### config.mk
export PLATFORM = sky130hd
export DESIGN_NAME = mac_operand_sequencer
export DESIGN_NICKNAME = d
export VERILOG_FILES = /design/src/rtl/mac_operand_sequencer.sv
export SDC_FILE = /design/constraint.sdc
export NUM_CORES = 1
export LEC_CHECK = 0
export BUFFER_PORTS_ARGS = -buffer_cell sky130_fd_sc_hd__buf_2
export CAP_MARGIN = 25
export CORE_AREA = 2 2 141 143
export DETAILED_ROUTE_END_ITERATION = 16
export DIE_AREA = 0 0 143 145
export PLACE_DENSITY = 0.74
export SLEW_MARGIN = 10
export SYNTH_ARGS = -nofsm -noshare
export SYNTH_HDL_FRONTEND = slang
export SYNTH_SLANG_ARGS = --single-unit
### constraint.sdc
create_clock -name clk -period 6.7 [get_ports clk]
set_clock_uncertainty 0.05 [all_clocks]
set_input_delay 0.67 -clock clk [delete_from_list [all_inputs] [get_ports clk]]
set_output_delay 0.67 -clock clk [all_outputs]
set_load 0.005 [all_outputs]
### src/rtl/mac_operand_sequencer.sv
// Operand sequencer for a streaming MAC: buffers {a,b} pairs in a small FIFO and
// runs one dot-product job (clear, issue len pairs, drain, finalize, collect result).
module mac_operand_sequencer #(
  parameter int DEPTH     = 8,
  parameter int DRAIN_MAX = 15
) (
  input  logic               clk,
  input  logic               rst,
  input  logic               start,
  input  logic [7:0]         len,
  input  logic               in_valid,
  output logic               in_ready,
  input  logic signed [7:0]  in_a,
  input  logic signed [7:0]  in_b,
  output logic               mac_en,
  output logic signed [7:0]  mac_a,
  output logic signed [7:0]  mac_b,
  output logic               mac_clr,
  output logic               mac_finalize,
  input  logic               mult_valid,
  input  logic               mac_out_valid,
  input  logic signed [15:0] mac_out,
  output logic signed [15:0] result,
  output logic               done,
  output logic               busy,
  output logic               err
);

  localparam int AW = $clog2(DEPTH);
  localparam int DW = $clog2(DRAIN_MAX + 1);

  localparam logic [2:0] S_IDLE     = 3'd0;
  localparam logic [2:0] S_CLEAR    = 3'd1;
  localparam logic [2:0] S_ISSUE    = 3'd2;
  localparam logic [2:0] S_DRAIN    = 3'd3;
  localparam logic [2:0] S_FINAL    = 3'd4;
  localparam logic [2:0] S_WAIT_OUT = 3'd5;

  logic [15:0]        mem [DEPTH];
  logic [AW:0]        wr_ptr_reg, rd_ptr_reg;
  logic [AW:0]        occupancy;
  logic               fifo_full, fifo_empty, push, pop;

  logic [2:0]         state_reg, state_next;
  logic [7:0]         len_reg, issued_reg, prod_cnt_reg;
  logic [DW-1:0]      drain_cnt_reg;
  logic               products_done, drain_expired;

  logic               mac_en_reg, mac_clr_reg, mac_finalize_reg, done_reg, err_reg;
  logic signed [7:0]  mac_a_reg, mac_b_reg;
  logic signed [15:0] result_reg;

  // Pointers carry one extra wrap bit so full and empty are distinguishable.
  assign occupancy  = wr_ptr_reg - rd_ptr_reg;
  assign fifo_full  = (occupancy == (AW + 1)'(DEPTH));
  assign fifo_empty = (occupancy == '0);
  assign in_ready   = !fifo_full;
  assign push       = in_valid && !fifo_full;
  assign pop        = (state_reg == S_ISSUE) && !fifo_empty && (issued_reg < len_reg);

  assign products_done = (prod_cnt_reg == len_reg);
  assign drain_expired = (drain_cnt_reg == DW'(DRAIN_MAX - 1));

  always_ff @(posedge clk) begin
    if (push) begin
      mem[wr_ptr_reg[AW-1:0]] <= {in_a, in_b};
    end
  end

  always_comb begin
    state_next = state_reg;
    case (state_reg)
      S_IDLE:     if (start) state_next = S_CLEAR;
      S_CLEAR:    state_next = (len_reg != 8'd0) ? S_ISSUE : S_FINAL;
      S_ISSUE:    if (pop && (issued_reg + 8'd1 == len_reg)) state_next = S_DRAIN;
      S_DRAIN:    if (products_done || drain_expired) state_next = S_FINAL;
      S_FINAL:    state_next = S_WAIT_OUT;
      S_WAIT_OUT: if (mac_out_valid) state_next = S_IDLE;
      default:    state_next = S_IDLE;
    endcase
  end

  always_ff @(posedge clk) begin
    if (rst) begin
      state_reg        <= S_IDLE;
      wr_ptr_reg       <= '0;
      rd_ptr_reg       <= '0;
      len_reg          <= '0;
      issued_reg       <= '0;
      prod_cnt_reg     <= '0;
      drain_cnt_reg    <= '0;
      mac_en_reg       <= 1'b0;
      mac_clr_reg      <= 1'b0;
      mac_finalize_reg <= 1'b0;
      mac_a_reg        <= '0;
      mac_b_reg        <= '0;
      result_reg       <= '0;
      done_reg         <= 1'b0;
      err_reg          <= 1'b0;
    end else begin
      state_reg        <= state_next;
      mac_en_reg       <= pop;
      mac_clr_reg      <= (state_reg == S_CLEAR);
      mac_finalize_reg <= (state_reg == S_FINAL);
      done_reg         <= (state_reg == S_WAIT_OUT) && mac_out_valid;
      drain_cnt_reg    <= (state_reg == S_DRAIN) ? drain_cnt_reg + 1'b1 : '0;

      if (push) begin
        wr_ptr_reg <= wr_ptr_reg + 1'b1;
      end
      // Popped pair is read straight into the operand registers; they hold otherwise.
      if (pop) begin
        rd_ptr_reg <= rd_ptr_reg + 1'b1;
        issued_reg <= issued_reg + 8'd1;
        mac_a_reg  <= mem[rd_ptr_reg[AW-1:0]][15:8];
        mac_b_reg  <= mem[rd_ptr_reg[AW-1:0]][7:0];
      end

      if ((state_reg == S_ISSUE || state_reg == S_DRAIN) && mult_valid &&
          (prod_cnt_reg < len_reg)) begin
        prod_cnt_reg <= prod_cnt_reg + 8'd1;
      end

      if (state_reg == S_DRAIN && !products_done && drain_expired) begin
        err_reg <= 1'b1;
      end

      if (state_reg == S_IDLE && start) begin
        len_reg      <= len;
        issued_reg   <= '0;
        prod_cnt_reg <= '0;
        err_reg      <= 1'b0;
      end

      if (state_reg == S_WAIT_OUT && mac_out_valid) begin
        result_reg <= mac_out;
      end
    end
  end

  assign mac_en       = mac_en_reg;
  assign mac_a        = mac_a_reg;
  assign mac_b        = mac_b_reg;
  assign mac_clr      = mac_clr_reg;
  assign mac_finalize = mac_finalize_reg;
  assign result       = result_reg;
  assign done         = done_reg;
  assign err          = err_reg;
  assign busy         = (state_reg != S_IDLE);

endmodule
==> results.md, run 1 <==
* DRT Pass-1 Iters at 4
* FF-to-FF setup slack at approximately 2.3 ns
* Crit start category: flop
* Vias per Instance at about 5.3
* ANT cells at 0
* Die Span Y at between 100 and 150 um
* Fin cells at just over 1,000
* Core area at 19,200 sq um
* ANT nets after route at 0
* RSZ-0062 raised after global routing: no
* Final max-slew violation count at 0
* Chip Width at around 140 um
* Crit path time final at 4.51 ns
* Worst slew pin tran at between 0.9 and 1 ns
* Power per standard cell area at 286 nW/um^2
* RePlAce Congestion at ~0.8
* Max FFs per register at between 100 and 150
* 1st-iter DRT viols at about 350
* Post-CTS setup repair buffer count at 0
* Largest net degree at the start of global routing at around 60
* WL/cell at roughly 17 um
* Layout cells sized above 1 at about 25%
* Half-perimeter wire length after placement at ~11,000 um
* Reg2reg end: mem[4][4]
* Largest fanout on the critical path at 19
* H-tree levels at 1
* Yosys top cell area share at ~45%
* Fin Setup TNS at 0 ns
* # setup viols final at 0
* Internal power at approximately 2.2 mW
* Mapped Nets at 725
* Clock latency on the worst-skew pair at ~0.51 ns
* Worst Hold Class: primary input to flop
* Clock buffer count from CTS at 22
* CP required at 5.98 ns
* Slew margin rel. at ~40%
* Reg2Reg Launch Point: rd_ptr_reg[2]
* # IOs at between 80 and 90
* DIE AREA at 20,700 sq um
* # placed instances at slightly below 1,000
* Ranking of synthesized cells by area: edfxtp_1 (45%), dfxtp_1 (18%), mux4_2 (8.4%)
* R2R cell count at 8
* Ys flop type: edfxtp_1
* Logic pwr share at under 10%
* Site row count at 51
* Input/output buffers at 84
* Max Freq at approximately 220 MHz
* Seq/Total Area, Yosys at 62.7%
* Clk pwr share at between 40% and 50%
* Unique masters post-synth at between 50 and 60
* Ys async rst share at 0%
* Via count at about 5,400
* Worst-path clk slew at about 0.060 ns
* Crit path launch: rd_ptr_reg[2]
* Hold Crit Depth at 3
* Post-CTS Hold Buffers at 0
* Initial Util at between 40% and 50%
* Hold Path Origin: mac_out[6]
* Final WL at roughly 18,000 um
* Max-cap violations at 0
* Pleak at 3.55 nW
* Number of synthesized register bits at 204
* Grt total ovfl at 0
* Status: complete, no violations
* Switch Pwr at roughly 0.65 mW
* Switch share at 22.6%
* Syn avg cell area at 13.1 sq um
* Synth area leader: edfxtp_1
* Remaining DRCs at 0
* First-pass GRT wire length at approximately 29,000 um
* Vias in the first global route at around 5,500
* CP endpoint: in_ready
* Sink Count at roughly 200
* Hold slack at between 0.3 and 0.4 ns
* CTS tree: built
* Maximum clock path buffer count at 3
* CTS root buffer: clkbuf_16
* Initial antenna violation count at 0
* Commonest cells in the netlist: edfxtp_1 (128), nand2_1 (93), dfxtp_1 (76), nor2_1 (48), a21oi_1 (47)
* Fin crit share at between 60% and 70%
* Post-synth EDFFs at 128
* Syn-to-layout area delta at 17.4%
* Post_cts resized at 0
* Final Hold Viols at 0
* Most frequent cell after synthesis: edfxtp_1
* Sequential share of power at about half
* Fillcell total at 1,624
* Nets at 811
* Max IR drop VDD at roughly 0.24 mV
* Post-Synthesis Cells at between 600 and 700
* Yosys warns at 0
* Cell Area, Synth at between 8000 and 9000 sq um
* Critical path class: flop to output pin
* GRT Util Overall at between 15 and 20%
* Setup crit end kind: output pin
* CP arrival at 3.79 ns
how the worst min path moves through the flow:
| stage | end | slack (ns) |
|---|---|---|
| after floorplan | drain_cnt_reg[0] | 0.38 |
| after global placement | result[10] | 0.39 |
| after detailed placement | result[9] | 0.39 |
| after CTS | result[6] | 0.33 |
| after global routing | result[10] | 0.35 |
| final | result[6] | 0.34 |
per-layer routing:
layer  track usage, %  vias up  wire length (um)
li1                 -     2609                 -
met1             21.6     2671              7460
met2             31.0      119              9170
met3             3.07       32               727
met4             4.70        0               398
met5                0        -                 0
critical path: stages (launching register included):
cell and delay (ns):
dfxtp_1 0.84, clkinv_1 0.76, ha_1 0.57, a21oi_1 0.28
a21oi_1 0.14, or4_1 0.53, buf_2 0.17
layout by cell type (no fill, tap or decap), types with 3 or more instances in the layout:
cell type  synthesis  final
clkbuf_8           0      7
nor3_1             8      5
nor3_2             1      3
edfxtp_1         128    128
nand3_1           10     10
or4_1              5      5
a311oi_1           7      7
nand4_1            8      8
xnor2_1           19     19
nor4_1             7      7
inv_1             17     17
nand3b_1           3      3
or3_1              8      8
a311oi_2           9      9
xor2_1             4      4
buf_4              0     13
nor2b_1            5      5
dfxtp_1           76     75
o21ai_0           11     11
buf_2              8     84
and3_1             4      4
nand2_1           93     93
nor2_1            48     48
clkbuf_16          0     22
a21o_1             4      4
and2_1             3      3
ha_1              25     25
a21oi_1           47     47
nand2b_1           4      4
mux2i_1            3      3
mux4_2            32     32
clkinv_2           0      4
cells by family (layout without fill, tap and decap cells):
family	after synthesis	count (layout)	share of synthesized area (%)
multiplexers	36	36	8.90
AND/OR/NAND/NOR	217	217	12.1
adder cells (fa/ha/maj)	25	25	3.65
buffers and inverters	53	154	2.63
flip-flops	204	204	62.7
AO/OA/AOI/OAI	96	96	7.74
XOR/XNOR	23	23	2.35
power by group through the flow:
stage	logic (mW)	registers (mW)	clock network [mW]
2_1_floorplan	0.160	1.42	0
3_3_place_gp	0.226	1.43	0
3_5_place_dp	0.231	1.43	0
4_1_cts	0.233	1.40	1.27
5_1_grt	0.258	1.40	1.33
6_report	0.230	1.40	1.24
layout make-up:
class	instances	area (sq um)	share of cell area [%]
clock buffers	31	654	6.51
clock inverters	8	118	1.17
inverters	18	67.6	0.672
multi-input cells	397	2990	29.8
flip-flops and latches	204	5370	53.4
well taps	265	332	3.30
repair buffers	97	518	5.15
through the flow:
stage	power, mW	util (%)	cell area [sq um]	setup slack [ns]
after floorplan	1.58	-	8560	3.01
after global placement	1.65	48.3	9280	2.48
after detailed placement	1.66	48.3	9280	2.30
after CTS	2.90	52.3	10000	2.22
after global routing	2.99	52.3	10000	1.97
final	2.88	52.3	10000	2.19
(Power assumes the default switching activity.)
==> inputs of run 2 (changes only) <==
==> constraint.sdc (replaced) <==
create_clock -name clk -period 4.35 [get_ports clk]
set_clock_uncertainty 0.05 [all_clocks]
set_input_delay 0.435 -clock clk [delete_from_list [all_inputs] [get_ports clk]]
set_output_delay 0.435 -clock clk [all_outputs]
set_load 0.005 [all_outputs]
==> results.md, run 2 (synthesis results as in run 1) <==
* Crit path time final at about 3.5 ns
* Syn-to-layout area delta at 17.3% (about the same)
* WL/cell at 17.3 um (-0.72%)
* # placed instances at 983 (+0.20%)
* Critical-path cell list: buf_4, clkinv_1, buf_4, ha_1, a21oi_1, and3_1, or4_1, nand3_1, nor3_2, buf_4
* Final Hold Viols at 0 (unchanged)
* Remaining DRCs at 0 (unchanged)
* Fin crit share at between 70 and 80%
* Fin cells at 1,025 (+0.49%)
* Place WS at 0.835 ns (-1.46 ns)
* Design area at 10,000 sq um (about the same)
* GRT Max-Usage Layer: met2
* Initial Util at 44.6% (unchanged)
* H-tree levels at 1 (unchanged)
* Slew margin rel. at 39.7% (+0.48 points)
* Crit start category: flop
* RePlAce Congestion at 0.786 (-1.5%)
* Initial antenna violation count at 1 (+1)
* Met1 usage at 21.6% (+0.035 points)
* Input/output buffers at 84 (unchanged)
* Worst path most repeated cell: buf_4
* Worst-path clk slew at 0.06 ns (about the same)
* Delay-heaviest family, CP: simple AND/OR/NAND/NOR gates
* DIE AREA at 20,700 sq um (unchanged)
* Setup crit end kind: flop
* Met3 usage at 3.60% (+0.53 points)
* Max FFs per register at 128 (unchanged)
* Commonest non-fill, non-tap cells in the layout: edfxtp_1 (128), nand2_1 (93), buf_2 (84), dfxtp_1 (75), nor2_1 (48)
* ANT nets after route at 0 (unchanged)
* R2R cell count at 10 (+2)
* Util after Layout at 52.3% (about the same)
* Pleak at 3.53 nW (-0.52%)
* Power per standard cell area at 438 nW/um^2 (+53%)
* ANT cells at 0 (unchanged)
* CP required at 4.52 ns (-1.46 ns)
* Leading cell type in the layout, fill and taps excluded: edfxtp_1
* DRT Pass-1 Iters at 4 (unchanged)
* Layout cells sized above 1 at 24.9% (-0.16 points)
* Final max-slew violation count at 0 (unchanged)
* CP arrival at 3.64 ns (-0.15 ns)
* Site row count at 51 (unchanged)
* Met2 Resource Use GR at 29.7% (-1.3 points)
* Vias in the first global route at 5,464 (-0.62%)
* Final worst-path setup slack at 0.876 ns (-1.32 ns)
* Chip Width at 143 um (unchanged)
* # setup viols final at 0 (unchanged)
* Largest net degree at the start of global routing at 38 (-38%)
* Max-cap violations at 0 (unchanged)
* Clock buffer count from CTS at 23 (+4.5%)
* # IOs at 85 (unchanged)
* Worst slew pin tran at 0.905 ns (-0.00716 ns)
* First-pass GRT wire length at 28,400 um (-1.2%)
* Total Power at 4.40 mW (+53%)
* Clock latency on the worst-skew pair at 0.52 ns (about the same)
* Worst Hold Class: primary input to flop
* Worst path slowest cell: nor3_2
* Max Freq at approximately 290 MHz
* Sink Count at 204 (unchanged)
* Via count at 5,445 (+0.26%)
* Die Span Y at 145 um (unchanged)
* Post-CTS Hold Buffers at 0 (unchanged)
* Placement Cell Area at 9290 sq um (+0.16%)
* RSZ-0062 raised after global routing: no
* Max IR drop VDD at 0.449 mV (+88%)
* Post_cts resized at 0 (unchanged)
* Crit path depth at 10 (+4)
* GRT Util Overall at 17.3% (-0.13 points)
* CTS tree: built
* Vias per Instance at 5.31 (-0.23%)
* Fin Setup TNS at 0 ns (unchanged)
* 1st-iter DRT viols at 312 (-11%)
* Final WL at 17,700 um (-0.24%)
* Grt total ovfl at 0 (unchanged)
* Largest fanout on the critical path at 19 (unchanged)
* Hold Crit Depth at 3 (unchanged)
* Crit path buf inv count at 4 (+2)
* Half-perimeter wire length after placement at 11,200 um (-0.72%)
* Critical path class: flop to flop
* CTS root buffer: clkbuf_16
* Maximum clock path buffer count at 3 (unchanged)
* Hold slack at 0.104 ns (-0.240 ns)
* Nets at 814 (+0.37%)
* Critical path's largest stage delay at 0.72 ns (-0.12 ns)
* Core area at 19,200 sq um (unchanged)
* Post-CTS setup repair buffer count at 0 (unchanged)
* Status: complete, no violations
run 2: metal layers:
| layer | vias to the layer above | wire length [um] |
|---|---|---|
| met2 | 117 | 8870 |
| met3 | 43 | 908 |
| li1 | 2618 | - |
| met4 | 2 | 506 |
| met1 | 2665 | 7410 |
| met5 | - | 9 |
run 2: power by group:
group	leakage (nW)	internal (mW)	switching [mW]
clock network	0.351	1.10	0.787
logic	1.40	0.138	0.218
registers	1.78	2.12	0.0384
run 2: worst paths after layout:
| check | endpoint | start | slack (ns) |
|---|---|---|---|
| setup / recovery | mem[0][15] | rd_ptr_reg[2] | 0.88 |
| hold / removal | result[6] | mac_out[6] | 0.10 |
| setup reg to reg | mem[0][15] | rd_ptr_reg[2] | 0.88 |
| hold reg to reg | result[4] | result[4] | 0.40 |
run 2: final cells by class:
class	instances	area, sq um
clock inverters	17	171
inverters	18	67.6
repair buffers	99	533
fillers	1613	9160
clock buffers	25	583
flip-flops and latches	204	5370
well taps	265	332
multi-input cells	397	2990
run 2: worst register-to-register path: cells and delay by family (launching register included):
| kind | cells | cell delay, ns |
|---|---|---|
| AOI/OAI and AO/OA | 1 | 0.26 |
| and+or+nand+nor | 4 | 1.30 |
| buffers and inverters | 4 | 0.91 |
| DFF | 1 | 0.31 |
| adders and majority gates | 1 | 0.34 |
==> inputs of run 3 (changes only) <==
--- a/config.mk
+++ b/config.mk
@@ -10,7 +10,7 @@
 export CORE_AREA = 2 2 141 143
 export DETAILED_ROUTE_END_ITERATION = 16
 export DIE_AREA = 0 0 143 145
-export PLACE_DENSITY = 0.74
+export PLACE_DENSITY = 0.76
 export SLEW_MARGIN = 10
 export SYNTH_ARGS = -nofsm -noshare
 export SYNTH_HDL_FRONTEND = slang
==> constraint.sdc (replaced) <==
create_clock -name clk -period 2.9 [get_ports clk]
set_clock_uncertainty 0.05 [all_clocks]
set_input_delay 0.29 -clock clk [delete_from_list [all_inputs] [get_ports clk]]
set_output_delay 0.29 -clock clk [all_outputs]
set_load 0.005 [all_outputs]
==> results.md, run 3 (synthesis results as in run 1) <==
* Status: complete, no violations
* WL/cell at 17.1 um (-1.3%)
* ANT cells at 0 (unchanged)
* Die Span Y at 145 um (unchanged)
* DRT Pass-1 Iters at 5 (+1)
* Initial antenna violation count at 0 (-1)
* Reg2reg end: mem[5][6]
* Max IR drop VDD at 0.540 mV (+20%)
* Half-perimeter wire length after placement at 11,600 um (+2.7%)
* CP required at 3.00 ns (-1.52 ns)
* Critical path's largest stage delay at 0.75 ns (+0.03 ns)
* Fin Setup TNS at 0 ns (unchanged)
* Grt total ovfl at 0 (unchanged)
* Clock latency on the worst-skew pair at 0.52 ns (about the same)
* Max FFs per register at 128 (unchanged)
* Final WL at 18,100 um (+2.1%)
* Input/output buffers at 84 (unchanged)
* Worst Hold Class: primary input to flop
* Largest fanout on the critical path at 16 (-3)
* Hold Path Origin: in_b[4]
* Sink Count at 204 (unchanged)
* Via count at 5,605 (+2.9%)
* CTS tree: built
* GRT Max-Usage Layer: met2
* Site row count at 51 (unchanged)
* R2R cell count at 7 (-3)
* Syn-to-layout area delta at 22.3%
* Worst-path clk slew at 0.06 ns (about the same)
* RSZ-0062 raised after global routing: yes
* Logic pwr share at 9.2% (+1.1 points)
* Fillcell total at 1,539 (-4.6%)
* Switch Pwr at 1.55 mW (+49%)
* Core area at 19,200 sq um (unchanged)
* Crit path time final at 2.77 ns (-0.706 ns)
* GRT Util Overall at 17.6% (+0.33 points)
* Total Power at 6.68 mW (+52%)
* Worst slew pin tran at 0.909 ns (+0.00329 ns)
* Crit path buf inv count at 1 (-3)
* Sequential share of power at 48.4% (-0.6 points)
* Largest net degree at the start of global routing at 40 (+5.3%)
* Met2 Resource Use GR at 29.9% (+0.17 points)
* CP arrival at 2.87 ns (-0.77 ns)
* Vias per Instance at 5.29 (-0.46%)
* Layout cells sized above 1 at 25.7% (+0.79 points)
* Pleak at 3.71 nW (+5.0%)
* Worst path slowest cell: nor2_2
* Fin crit share at 95.4% (+16 points)
* Crit start category: flop
* Switch share at 23.2% (-0.47 points)
* Vias in the first global route at 5,612 (+2.7%)
* H-tree levels at 1 (unchanged)
* Nets at 851 (+4.5%)
* Internal power at 5.13 mW (+53%)
* Chip Width at 143 um (unchanged)
* Clk pwr share at 42.4% (-0.5 points)
* Max-cap violations at 0 (unchanged)
* ANT nets after route at 0 (unchanged)
* Final Hold Viols at 0 (unchanged)
* Slew margin rel. at 39.4% (-0.28 points)
* RePlAce Congestion at 0.793 (+0.98%)
* Met1 usage at 22.7% (+1.1 points)
* Reg2Reg Launch Point: wr_ptr_reg[0]
* Maximum clock path buffer count at 3 (unchanged)
* Met3 usage at 3.40% (-0.20 points)
* # setup viols final at 0 (unchanged)
* Critical path class: flop to flop
* 1st-iter DRT viols at 367 (+18%)
* Setup crit end kind: flop
* CTS root buffer: clkbuf_16
* Initial Util at 44.6% (unchanged)
* Leading cell type in the layout, fill and taps excluded: edfxtp_1
* DIE AREA at 20,700 sq um (unchanged)
* Final max-slew violation count at 0 (unchanged)
* Remaining DRCs at 0 (unchanged)
* Max Freq at 361 MHz (+26%)
* Hold Crit Depth at 1 (-2)
* # IOs at 85 (unchanged)
* Critical-path cell list: inv_1, ha_1, nand3b_1, a21oi_1, or4_4, nand3_1, nor2_2
* Power per standard cell area at 638 nW/um^2 (+46%)
* First-pass GRT wire length at 28,900 um (+1.9%)
* Hold-critical path endpoint: mem[6][4]
* Delay-heaviest family, CP: simple AND/OR/NAND/NOR gates
* FF-to-FF setup slack at 0.13 ns (-0.74 ns)
* Clock buffer count from CTS at 22 (-4.3%)
* Commonest non-fill, non-tap cells in the layout: edfxtp_1 (128), nand2_1 (93), buf_2 (84), dfxtp_1 (75), a21oi_1 (46)
-- run 3: final cells by class --
type / instances / area [sq um] / share of cell area, %
inverters: 18 / 68.8 / 0.657
repair buffers: 137 / 903 / 8.63
clock buffers: 28 / 613 / 5.85
well taps: 265 / 332 / 3.17
flip-flops and latches: 204 / 5370 / 51.2
multi-input cells: 397 / 3050 / 29.1
clock inverters: 11 / 144 / 1.37
-- run 3: how the worst max path moves through the flow --
stage / startpoint / to / depth (start not counted)
after global routing: wr_ptr_reg[0] / mem[5][0] / 7
final: wr_ptr_reg[0] / mem[5][6] / 7
after detailed placement: rd_ptr_reg[2] / mem[5][8] / 7
after floorplan: rd_ptr_reg[2] / mem[0][0] / 9
after global placement: rd_ptr_reg[2] / mem[5][7] / 7
after CTS: rd_ptr_reg[2] / mem[5][0] / 7
-- run 3: routing by layer --
metal / vias to the layer above / part of all wire [%]
met5: - / 0
met4: 0 / 3.1
met3: 42 / 4.4
met2: 148 / 50
met1: 2721 / 42
li1: 2694 / -
-- run 3: through the flow --
| step | instance area, sq um | utilization [%] | setup WS [ns] | hold slack [ns] | cells |
|---|---|---|---|---|---|
| global placement | 9350 | 48.7 | 0.178 | 0.390 | 985 |
| global route | 10500 | 54.5 | -0.0706 | 0.00948 | 1060 |
| finish | 10500 | 54.5 | 0.132 | 0.0261 | 1060 |
| CTS | 10500 | 54.4 | 0.0144 | 0.00473 | 1058 |
| detailed placement | 9350 | 48.7 | -0.0110 | 0.396 | 985 |
| floorplan | 8630 | - | 0.000703 | 0.339 | 654 |
-- run 3: power by group through the flow --
stage | registers, mW | logic, mW | clock network (mW)
2_1_floorplan | 3.27 | 0.381 | 0
3_3_place_gp | 3.29 | 0.559 | 0
3_5_place_dp | 3.29 | 0.568 | 0
4_1_cts | 3.23 | 0.609 | 2.91
5_1_grt | 3.24 | 0.681 | 3.02
6_report | 3.23 | 0.615 | 2.83
-- run 3: repair_timing --
item                                    CTS  global route
endpoints found under the setup margin    0            65
gates resized for setup                   0             2
setup buffers                             0             2
endpoints found under the hold margin    94             0
hold buffers                             34             0
